[config.mk]
export PLATFORM = sky130hd
export DESIGN_NAME = mem_arbiter
export DESIGN_NICKNAME = d
export VERILOG_FILES = /design/src/rtl/mem_arbiter.sv
export SDC_FILE = /design/constraint.sdc
export NUM_CORES = 1
export LEC_CHECK = 0
export ABC_AREA = 1
export BUFFER_PORTS_ARGS = -buffer_cell sky130_fd_sc_hd__buf_2
export CAP_MARGIN = 20
export CORE_MARGIN = 3
export CORE_UTILIZATION = 45
export DETAILED_ROUTE_END_ITERATION = 10
export PLACE_DENSITY = 0.86
export SKIP_LAST_GASP = 1
export SLEW_MARGIN = 30
export SYNTH_ARGS = -nofsm -noshare
export SYNTH_HDL_FRONTEND = slang
export SYNTH_SLANG_ARGS = --single-unit
[constraint.sdc]
create_clock -name CLK -period 3.1 [get_ports CLK]
set_input_delay 0.62 -clock CLK [delete_from_list [all_inputs] [get_ports CLK]]
set_output_delay 0.62 -clock CLK [all_outputs]
set_load 0.02 [all_outputs]
[src/rtl/mem_arbiter.sv]
// mem_arbiter: serialises CPU instruction-fetch and data load/store requests
//   onto a single-ported memory bus using a req/ack handshake.
// Latency: request sampled in IDLE -> bus_req next cycle; ack -> ready next cycle (min 2 cycles).
// Backpressure: the bus stalls via a late bus_ack; the CPU side holds its level request until ready.
//
// Ports:
//   CLK, nRST          clock (rising edge), synchronous active-low reset
//   imemRen/imemaddr   instruction fetch request; imemload/i_ready return the result
//   dmmRen/dmmWen      data read/write request with dmmaddr/dmmstore; dmmload/d_ready return the result
//   bus_req/bus_we     bus transaction request and direction, held until bus_ack
//   bus_addr/bus_wdata latched transaction address and write data
//   bus_rdata/bus_ack  memory read data and one-cycle completion
module mem_arbiter #(
  parameter int ADDR_W = 32,
  parameter int DATA_W = 32
) (
  input  logic              CLK,
  input  logic              nRST,
  input  logic              imemRen,
  input  logic [ADDR_W-1:0] imemaddr,
  output logic [DATA_W-1:0] imemload,
  output logic              i_ready,
  input  logic              dmmRen,
  input  logic              dmmWen,
  input  logic [ADDR_W-1:0] dmmaddr,
  input  logic [DATA_W-1:0] dmmstore,
  output logic [DATA_W-1:0] dmmload,
  output logic              d_ready,
  output logic              bus_req,
  output logic              bus_we,
  output logic [ADDR_W-1:0] bus_addr,
  output logic [DATA_W-1:0] bus_wdata,
  input  logic [DATA_W-1:0] bus_rdata,
  input  logic              bus_ack
);

  typedef enum logic [1:0] {
    IDLE  = 2'd0,
    IBUSY = 2'd1,
    DBUSY = 2'd2,
    RESP  = 2'd3
  } state_t;

  typedef enum logic {
    GR_INSTR = 1'b0,
    GR_DATA  = 1'b1
  } grant_t;

  state_t state, state_nx;
  grant_t last_grant, last_grant_nx;

  logic              bus_req_nx;
  logic              bus_we_nx;
  logic [ADDR_W-1:0] bus_addr_nx;
  logic [DATA_W-1:0] bus_wdata_nx;
  logic              i_ready_nx;
  logic              d_ready_nx;
  logic [DATA_W-1:0] imemload_nx;
  logic [DATA_W-1:0] dmmload_nx;

  logic data_pend;
  logic grant_data;

  assign data_pend = dmmRen | dmmWen;
  // With both ports pending, serve the one that did not win last time so
  // neither can starve; otherwise serve whichever is pending.
  assign grant_data = data_pend & (~imemRen | (last_grant == GR_INSTR));

  always_ff @(posedge CLK) begin
    if (!nRST) begin
      state      <= IDLE;
      last_grant <= GR_INSTR;
      bus_req    <= 1'b0;
      bus_we     <= 1'b0;
      bus_addr   <= '0;
      bus_wdata  <= '0;
      i_ready    <= 1'b0;
      d_ready    <= 1'b0;
      imemload   <= '0;
      dmmload    <= '0;
    end else begin
      state      <= state_nx;
      last_grant <= last_grant_nx;
      bus_req    <= bus_req_nx;
      bus_we     <= bus_we_nx;
      bus_addr   <= bus_addr_nx;
      bus_wdata  <= bus_wdata_nx;
      i_ready    <= i_ready_nx;
      d_ready    <= d_ready_nx;
      imemload   <= imemload_nx;
      dmmload    <= dmmload_nx;
    end
  end

  always_comb begin
    state_nx      = state;
    last_grant_nx = last_grant;
    bus_req_nx    = bus_req;
    bus_we_nx     = bus_we;
    bus_addr_nx   = bus_addr;
    bus_wdata_nx  = bus_wdata;
    i_ready_nx    = 1'b0;
    d_ready_nx    = 1'b0;
    imemload_nx   = imemload;
    dmmload_nx    = dmmload;

    case (state)
      IDLE: begin
        if (grant_data) begin
          bus_req_nx    = 1'b1;
          // A simultaneous read+write request is issued as a write.
          bus_we_nx     = dmmWen;
          bus_addr_nx   = dmmaddr;
          bus_wdata_nx  = dmmstore;
          last_grant_nx = GR_DATA;
          state_nx      = DBUSY;
        end else if (imemRen) begin
          bus_req_nx    = 1'b1;
          bus_we_nx     = 1'b0;
          bus_addr_nx   = imemaddr;
          last_grant_nx = GR_INSTR;
          state_nx      = IBUSY;
        end
      end
      IBUSY: begin
        if (bus_ack) begin
          bus_req_nx  = 1'b0;
          bus_we_nx   = 1'b0;
          i_ready_nx  = 1'b1;
          imemload_nx = bus_rdata;
          state_nx    = RESP;
        end
      end
      DBUSY: begin
        if (bus_ack) begin
          bus_req_nx = 1'b0;
          bus_we_nx  = 1'b0;
          d_ready_nx = 1'b1;
          if (!bus_we) dmmload_nx = bus_rdata;
          state_nx   = RESP;
        end
      end
      // One dead cycle so the requester's registered deassert lands before
      // the next arbitration.
      RESP: state_nx = IDLE;
      default: state_nx = IDLE;
    endcase
  end

endmodule

# Word level (Yosys, flattened, before mapping)
# Cells that the tools add are included.
# word_totals
reg_bits	135
inputBits	134
output_inout_bits	132
# classes
eq_ne	5
n_mux	15
bitwise	6
reduce_logical	12
# op_table
op	n
$mux W32	2
$reduce_and A2 Y1	6
$mux W1	7
$mux W2	3
$pmux W2 S3	1
$reduce_and A3 Y1	2
$eq A2 B2 Y1 const B	2
$pmux W1 S2	2
$reduce_bool A2 Y1	2
$ne A3 B3 Y1 const B	1
$not A1 Y1	3
$eq A2 B1 Y1 const B	1
$logic_not A2 Y1	1
$ne A2 B1 Y1 const B	1
$or A1 B1 Y1	2
$reduce_or A2 Y1	1
$and A1 B1 Y1	1

# Logic depth before layout (Yosys ltp)
# Gate-level depths: netlist (run 1).
# depth
depth_word	5
depth_mapped	9
depth_no_buf	8

# Least setup slack after synthesis (run 1)
# OpenSTA, ideal clock, no wires.
# synth_path
kind	input to register
startpoint	input port dmmWen
endpoint	register bus_addr[10]
setup_time_ps	117
t_arrival_ps	1320
required_ps	2983
path_slack_ps	1663
path_stages	8
n_path_buf	2
path_cell_list	nor2_2 inv_2 nand2_2 buf_6 buf_4 nor2_1 nor2_1 nor2_1
# synth_between
elab_chain_len	4
word_cells_on_any_way	5
classes_between	mux (1); bitwise (2); reduce/logical (2)
# synth_lines
item	line	text
start, declared	24	input logic dmmWen,
$or A1 B1 Y1 *	64	assign data_pend = dmmRen | dmmWen;
$and A1 B1 Y1 *	67	assign grant_data = data_pend & (~imemRen | (last_grant == GR_INSTR));
$reduce_bool A2 Y1 (no source line)	-	
$reduce_and A2 Y1 (no source line)	-	
end signal, assigned	86	bus_addr <= bus_addr_nx;
end, declared	31	output logic [ADDR_W-1:0] bus_addr,
# Mark *: on every way between the ends. The rest lies on a longest branch, timed or not.
# A chain may end at the register's enable or synchronous reset.

# Worst setup path after layout (run 1)
# layout_path
startpoint	register state[0]
endpoint	register dmmload[25]
# layout_between
elab_chain_len	2
# layout_lines
item	line	text
start, declared	49	state_t state, state_nx;
start signal, assigned	82	state <= state_nx;
$eq A2 B2 Y1	107	case (state)
$reduce_and A3 Y1 (no source line)	-	
end signal, assigned	91	dmmload <= dmmload_nx;
end, declared	27	output logic [DATA_W-1:0] dmmload,
# No other way between the ends.

==> results by group, run 1 <==
Outcome
  – Run status: finished clean

Pwr
  – Gate power share: 35.3%
  – Power per cell area: 948 mW/mm²
  – Flop pwr share: 35.7%
  – Clock share of power: 29.0%
  – Post-layout power: 6860 µW
  – P_sw: 2620 µW
  – Sw frac: 38.1%
  – Peak supply drop: 0.000571 V
  – Leakage: 0.00385 µW
  – Internal power: 4250 µW

Drt
  – Routed wire length: 14300 µm
  – Post-DRT Antenna Nets: 0
  – Post-route DRC: 0
  – Via Count: 5489
  – Initial drt markers: 507
  – DR WL/cell: 12.4 µm
  – Vias per cell: 4.77
  – DRT Pass-1 Iters: 5

Yosys
  – Dominant cells by area after synthesis: dfxtp_1 51%, nor2_1 17%, nand2_1 10%
  – Yosys cell types: 22
  – Register area share after synthesis: 50.8%
  – Post-synth EDFFs: 0
  – Yosys warning count: 0
  – Main synth FF type: dfxtp_1
  – Top cell type's share of synthesized area: 50.8%
  – Most common library cells after synthesis: 234 x nor2_1, 144 x nand2_1, 135 x dfxtp_1
  – Mapped Cells: 750
  – Area leader, netlist: dfxtp_1
  – Syn Std Cell Area: 0.00532 mm²
  – Post-synthesis sequential element count: 135
  – Count leader, synth: nor2_1
  – Syn_nets: 889
  – Synth async-reset ratio: 0%
  – Mean post-synth cell area: 7.09 µm²

Timing
  – Max transition margin: 58.4%
  – Final Cycle Share: 61.4%
  – Clock skew: 0.0148 ns
  – Setup_tns: 0 ns
  – Fin crit period: 1.90 ns
  – RSZ-0062 raised after global routing: no
  – Slew at the pin closest to its max-slew limit: 0.624 ns
  – Worst hold slack: 0.440 ns
  – Fmax: 0.525 GHz
  – Slew Limit Fails: 0
  – Final hold viol count: 0
  – Setup ws final: 1.20 ns
  – Setup Viol. Count Final: 0

Die
  – Initial Utilization: 46.4%
  – Die area: 0.0132 mm²
  – DIE HEIGHT: 115 µm
  – Core area: 0.0115 mm²
  – Die Wd: 115 µm
  – Number of core rows: 39
  – Io pins: 266

Setup path
  – Critical Path RT: 3.44 ns
  – Worst-path maximum fanout: 33
  – Worst R2R Path Depth: 9
  – Crit path depth: 9
  – Worst EP arrival: 2.25 ns
  – CP top delay family: buffers and inverters
  – WP buf/inv: 4
  – RR Endpoint: dmmload[25]$_SDFFE_PN0P_
  – Crit path launch type: register
  – Internal reg-to-reg setup slack: 1.20 ns
  – CP Cell Sequence: inv_1 -> ha_1 -> nand2_1 -> nor2_2 -> buf_4 -> inv_1 -> buf_4 -> nor2_1 -> nor2_1
  – Crit path max-delay cell type: dfxtp_1
  – CP peak stage delay: 0.36 ns
  – CP endpoint kind: register
  – Crit Path Class: register to register
  – FF-to-FF Start: state[0]$_SDFFE_PN0P_

Global routing
  – Tot GR Track Use: 21.0%
  – Global-route wire length before repair: 22100 µm
  – Number of global-route vias before repair: 4746
  – Largest net degree at the start of global routing: 74
  – Initial antenna violation count: 0
  – GR Overflow Total: 0

Clocking
  – Post-CTS Setup Inserts: 0
  – CTS H-tree depth: 4
  – CTS Root Cell: clkbuf_16
  – Clock Path Buffers: 2
  – Worst-path clk slew: 0.06 ns
  – TritonCTS buffer count: 17
  – Cts-stage hold buffer count: 0
  – Clock Latency Late Sink: 0.42 ns
  – CTS Sinks: 135
  – TritonCTS clock tree: yes
  – # resized after CTS: 0

Finish
  – Layout fillers: 1025
  – Share of cells above drive strength 1: 31.2%
  – N_diodes: 0
  – Area delta synth->final: 36.1%
  – Final instance area: 0.00724 mm²
  – Number of nets in the layout: 1134

Placed design
  – Gpl congestion: 0.802
  – DP Area: 0.00665 mm²
  – DP HPWL: 10300 µm
  – Pre-CTS WS: 0.605 ns
  – Port-buffer cells: 265

Hold path
  – Worst hold path endpoint: dmmload[6]$_SDFFE_PN0P_
  – Worst Hold Class: input port to register
  – Hold path depth: 3
  – Hold_sp: bus_rdata[6]

Job
  – Count of maximum capacitance violations: 0
[area by class of cell]
cell class	instances	area [µm²]	share of cell area, %
repair buffers	272	1390	19.2
inverters	47	176	2.44
multi-input cells	522	2200	30.4
well taps	143	179	2.47
clock buffers	21	470	6.50
clock inverters	11	121	1.68
flip-flops and latches	135	2700	37.3
[sequential cells by signal, indices dropped and copies added (netlist names)]
| register | flops |
|---|---|
| bus_addr | 32 |
| imemload | 32 |
| state | 2 |
| i_ready | 1 |
| dmmload | 32 |
| bus_we | 1 |
| bus_req | 1 |
| d_ready | 1 |
| bus_wdata | 32 |
| last_grant | 1 |
[worst register-to-register path, cell delays in order (launching register included)]
cell and delay [ns]:
dfxtp_1 0.36, inv_1 0.11, ha_1 0.22, nand2_1 0.10, nor2_2 0.04, buf_4 0.22, inv_1 0.26, buf_4 0.33
nor2_1 0.08, nor2_1 0.12
[worst max-delay path by stage]
| stage | start | to |
|---|---|---|
| after floorplan | dmmWen | bus_addr[10]$_SDFFE_PN0P_ |
| after global placement | nRST | bus_wdata[9]$_SDFFE_PN0P_ |
| after detailed placement | nRST | bus_wdata[30]$_SDFFE_PN0P_ |
| after CTS | nRST | bus_wdata[30]$_SDFFE_PN0P_ |
| after global routing | state[0]$_SDFFE_PN0P_ | dmmload[29]$_SDFFE_PN0P_ |
| final | state[0]$_SDFFE_PN0P_ | dmmload[25]$_SDFFE_PN0P_ |
[layer usage]
layer  up-vias  routed length [µm]  GRT usage, %
met5         -                   0             0
met4         0                 268          8.69
met3        24                1430          7.03
met2       239                6780          34.5
met1      2409                5830          25.3
li1       2817                   -             -
[layout by cell type, fill, tap and decap left out, types with 6 or more instances in the layout]
master,count
clkbuf_16,17
buf_4,6
nand2_1,144
dfxtp_1,135
o21ai_0,75
a21oi_1,33
nor2_1,234
inv_1,42
o21ai_1,22
buf_2,265
[power by group through the flow]
stage / Combinational (µW) / Sequential (µW) / Clock [µW]
floorplan: 1150 / 3040 / 0
global placement: 2410 / 2460 / 0
detailed placement: 2450 / 2470 / 0
CTS: 2450 / 2450 / 2030
global route: 2700 / 2500 / 2090
finish: 2420 / 2450 / 1990
[cell families after synthesis]
logic type | after synthesis | share of synthesized area, %
AOI/OAI and AO/OA | 131 | 12.4
adders and majority gates | 5 | 1.18
buffers and inverters | 93 | 7.97
DFF | 135 | 50.8
and+or+nand+nor | 386 | 27.6
[metrics by stage]
step	utilization (%)	instances
detailed placement	58.0	1119
CTS	63.1	1151
global placement	58.0	1119
floorplan	-	750
global route	63.1	1151
finish	63.1	1151
(Power assumes the default switching activity.)
==> inputs of run 2 (changes only) <==
ABC_AREA = 0   (was 1)
CORE_UTILIZATION = 41   (was 45)
PLACE_DENSITY = 0.82   (was 0.86)
clock period = 1.6 ns   (was 3.1 ns; I/O delays follow)
==> results by group, run 2 <==
Clocking
  – TritonCTS clock tree: yes (unchanged)
  – Cts-stage hold buffer count: 0 (unchanged)
  – Post-CTS Setup Inserts: 0 (unchanged)
  – TritonCTS buffer count: 17 (unchanged)
  – CTS Root Cell: clkbuf_16 (unchanged)
  – CTS Sinks: 135 (unchanged)
  – Worst-path clk slew: 0.06 ns (about the same)
  – Clock Path Buffers: 2 (unchanged)
  – CTS H-tree depth: 4 (unchanged)
  – Clock Latency Late Sink: 0.41 ns (was 0.42 ns)
  – # resized after CTS: 0 (unchanged)

Pwr
  – Peak supply drop: 0.00109 V (was 0.000571 V)
  – Power per cell area: 1750 mW/mm² (was 948 mW/mm²)
  – Leakage: 0.00350 µW (was 0.00385 µW)

Timing
  – RSZ-0062 raised after global routing: no (unchanged)
  – Max transition margin: 76.9% (was 58.4%)
  – Final hold viol count: 0 (unchanged)
  – Clock skew: 0.00500 ns (was 0.0148 ns)
  – Fmax: 0.680 GHz (was 0.525 GHz)
  – Setup Viol. Count Final: 0 (unchanged)
  – Setup_tns: 0 ns (unchanged)
  – Fin crit period: 1.47 ns (was 1.90 ns)
  – Final Cycle Share: 91.9% (was 61.4%)
  – Slew Limit Fails: 0 (unchanged)
  – Slew at the pin closest to its max-slew limit: 0.346 ns (was 0.624 ns)

Yosys
  – Main synth FF type: dfxtp_1 (unchanged)
  – Mean post-synth cell area: 8.37 µm² (was 7.09 µm²)
  – Top cell type's share of synthesized area: 50.0% (was 50.8%)
  – Dominant cells by area after synthesis: dfxtp_1 50%, nand2_1 14%, a21boi_1 13% (was dfxtp_1 51%, nor2_1 17%, nand2_1 10%)
  – Mapped Cells: 646 (was 750)
  – Syn_nets: 785 (was 889)
  – Count leader, synth: nand2_1 (was nor2_1)
  – Syn Std Cell Area: 0.00541 mm² (was 0.00532 mm²)
  – Most common library cells after synthesis: 197 x nand2_1, 135 x dfxtp_1, 97 x a21boi_1 (was 234 x nor2_1, 144 x nand2_1, 135 x dfxtp_1)
  – Area leader, netlist: dfxtp_1 (unchanged)
  – Synth async-reset ratio: 0% (unchanged)
  – Yosys cell types: 30 (was 22)
  – Register area share after synthesis: 50.0% (was 50.8%)
  – Yosys warning count: 0 (unchanged)
  – Post-synthesis sequential element count: 135 (unchanged)
  – Post-synth EDFFs: 0 (unchanged)

Hold path
  – Worst Hold Class: input port to register (unchanged)

Drt
  – M1 wire length: 6400 µm (was 5830 µm)
  – Metal3 WL: 1630 µm (was 1430 µm)
  – DRT Pass-1 Iters: 5 (unchanged)
  – Top Layer Used: met5 (was met4)
  – Post-DRT Antenna Nets: 0 (unchanged)
  – Met2 WL: 7730 µm (was 6780 µm)
  – Via Count: 5424 (was 5489)
  – DR WL/cell: 14.8 µm (was 12.4 µm)
  – Initial drt markers: 312 (was 507)
  – Vias per cell: 5.04 (was 4.77)
  – Post-route DRC: 0 (unchanged)
  – Routed wire length: 15900 µm (was 14300 µm)

Die
  – Core area: 0.0128 mm² (was 0.0115 mm²)
  – Die Wd: 121 µm (was 115 µm)
  – Initial Utilization: 42.3% (was 46.4%)
  – Number of core rows: 41 (was 39)
  – Io pins: 266 (unchanged)
  – Die area: 0.0146 mm² (was 0.0132 mm²)
  – DIE HEIGHT: 121 µm (was 115 µm)

Finish
  – Share of cells above drive strength 1: 34.8% (was 31.2%)
  – Most frequent cells in the layout: 264 x buf_2, 197 x nand2_1, 135 x dfxtp_1 (was 265 x buf_2, 234 x nor2_1, 144 x nand2_1)
  – Register area: 0.00270 mm² (unchanged)
  – Area delta synth->final: 39.1% (was 36.1%)
  – Multi-input combinational cell area: 0.00244 mm² (was 0.00220 mm²)
  – Layout fillers: 1182 (was 1025)
  – Post-layout util: 58.9% (was 63.1%)
  – Commonest non-fill, non-tap cell in the layout: buf_2 (unchanged)
  – Number of nets in the layout: 1028 (was 1134)
  – Final instance area: 0.00752 mm² (was 0.00724 mm²)

Setup path
  – Worst-path maximum fanout: 43 (was 33)
  – CP endpoint kind: register (unchanged)
  – CP peak stage delay: 0.32 ns (was 0.36 ns)
  – Crit Path Class: register to register (unchanged)
  – CP Cell Sequence: inv_1 -> ha_1 -> o31a_2 -> buf_12 -> o21ai_0 -> a31oi_1 (was inv_1 -> ha_1 -> nand2_1 -> nor2_2 -> buf_4 -> inv_1 -> buf_4 -> nor2_1 -> nor2_1)
  – Crit path max-delay cell type: dfxtp_1 (unchanged)
  – Critical Path RT: 1.93 ns (was 3.44 ns)
  – Crit path launch type: register (unchanged)
  – Worst EP arrival: 1.80 ns (was 2.25 ns)

Placed design
  – DP Area: 0.00692 mm² (was 0.00665 mm²)
  – Port-buffer cells: 265 (unchanged)
  – Gpl congestion: 0.805 (was 0.802)
  – DP HPWL: 11200 µm (was 10300 µm)

Global routing
  – Global-route wire length before repair: 25100 µm (was 22100 µm)
  – Tot GR Track Use: 21.6% (was 21.0%)
  – Largest net degree at the start of global routing: 65 (was 74)
  – Initial antenna violation count: 3 (was 0)
  – Number of global-route vias before repair: 5137 (was 4746)
  – GR Overflow Total: 0 (unchanged)

Job
  – Count of maximum capacitance violations: 0 (unchanged)

Outcome
  – Run status: finished clean (unchanged)
-- run 2: changes by cell type after synthesis, sizes merged, moves of 29 or more --
cell	change
nor2	-236
a21boi	+97
nand2	+52
inv	-42
a21oi	-34
a31oi	+32
o21ai	-30
nand3	+29
-- run 2: cell families (layout without fill, tap and decap cells) --
logic type / after synthesis / after routing / synth area share, %
mux: 2 / 2 / 0.370
other cells: 0 / 2 / 0
compound gates: 202 / 202 / 24.4
buf+inv: 61 / 317 / 5.74
flops: 135 / 135 / 50.0
fa+ha+maj: 5 / 5 / 1.16
simple gates: 241 / 241 / 18.3
-- run 2: critical path: cells and delay by family, from the launching register on --
family | cells | cell delay [ns]
AOI/OAI and AO/OA | 3 | 0.50
DFF | 1 | 0.32
buffers and inverters | 2 | 0.32
adders and majority gates | 1 | 0.23
-- run 2: layer usage --
metal / GRT usage (%) / vias up
met3: 8.53 / 18
met1: 25.1 / 2506
met4: 8.07 / 2
li1: - / 2682
met5: 0 / -
met2: 35.9 / 216
-- run 2: stage by stage --
stage / cells / power (µW) / hold slack (ns) / worst slack (ns)
floorplan: 646 / 7760 / 0.455 / 0.0907
global placement: 1042 / 9330 / 0.438 / 0.102
detailed placement: 1042 / 9430 / 0.442 / 0.0499
CTS: 1074 / 13300 / 0.133 / 0.0438
global route: 1076 / 14000 / 0.145 / 0.0157
finish: 1076 / 13200 / 0.157 / 0.130
-- run 2: layout make-up --
class / count / share of cell area [%]
tap: 172 / 2.86
sequential: 135 / 35.9
antenna: 2 / 0.0665
timing repair buffer: 281 / 20.8
multi-input combinational: 450 / 32.4
clock inverter: 8 / 1.26
inverter: 4 / 0.200
clock buffer: 24 / 6.54
-- run 2: path summary, 6_finish.rpt --
kind / startpoint / end / slack, ns / cells after the start
min: bus_rdata[31] / imemload[31]$_SDFFE_PN0P_ / 0.16 / 3
min reg2reg: imemload[16]$_SDFFE_PN0P_ / imemload[16]$_SDFFE_PN0P_ / 0.45 / 2
max reg2reg: state[1]$_SDFFE_PN0P_ / bus_addr[24]$_SDFFE_PN0P_ / 0.13 / 6
max: state[1]$_SDFFE_PN0P_ / bus_addr[24]$_SDFFE_PN0P_ / 0.13 / 6
-- run 2: report_power, final --
group          internal [µW]  switching (µW)  total [µW]
clock                   2450            1380        3830
sequential              4120             368        4490
combinational           1750            3120        4860
total                   8320            4860       13200
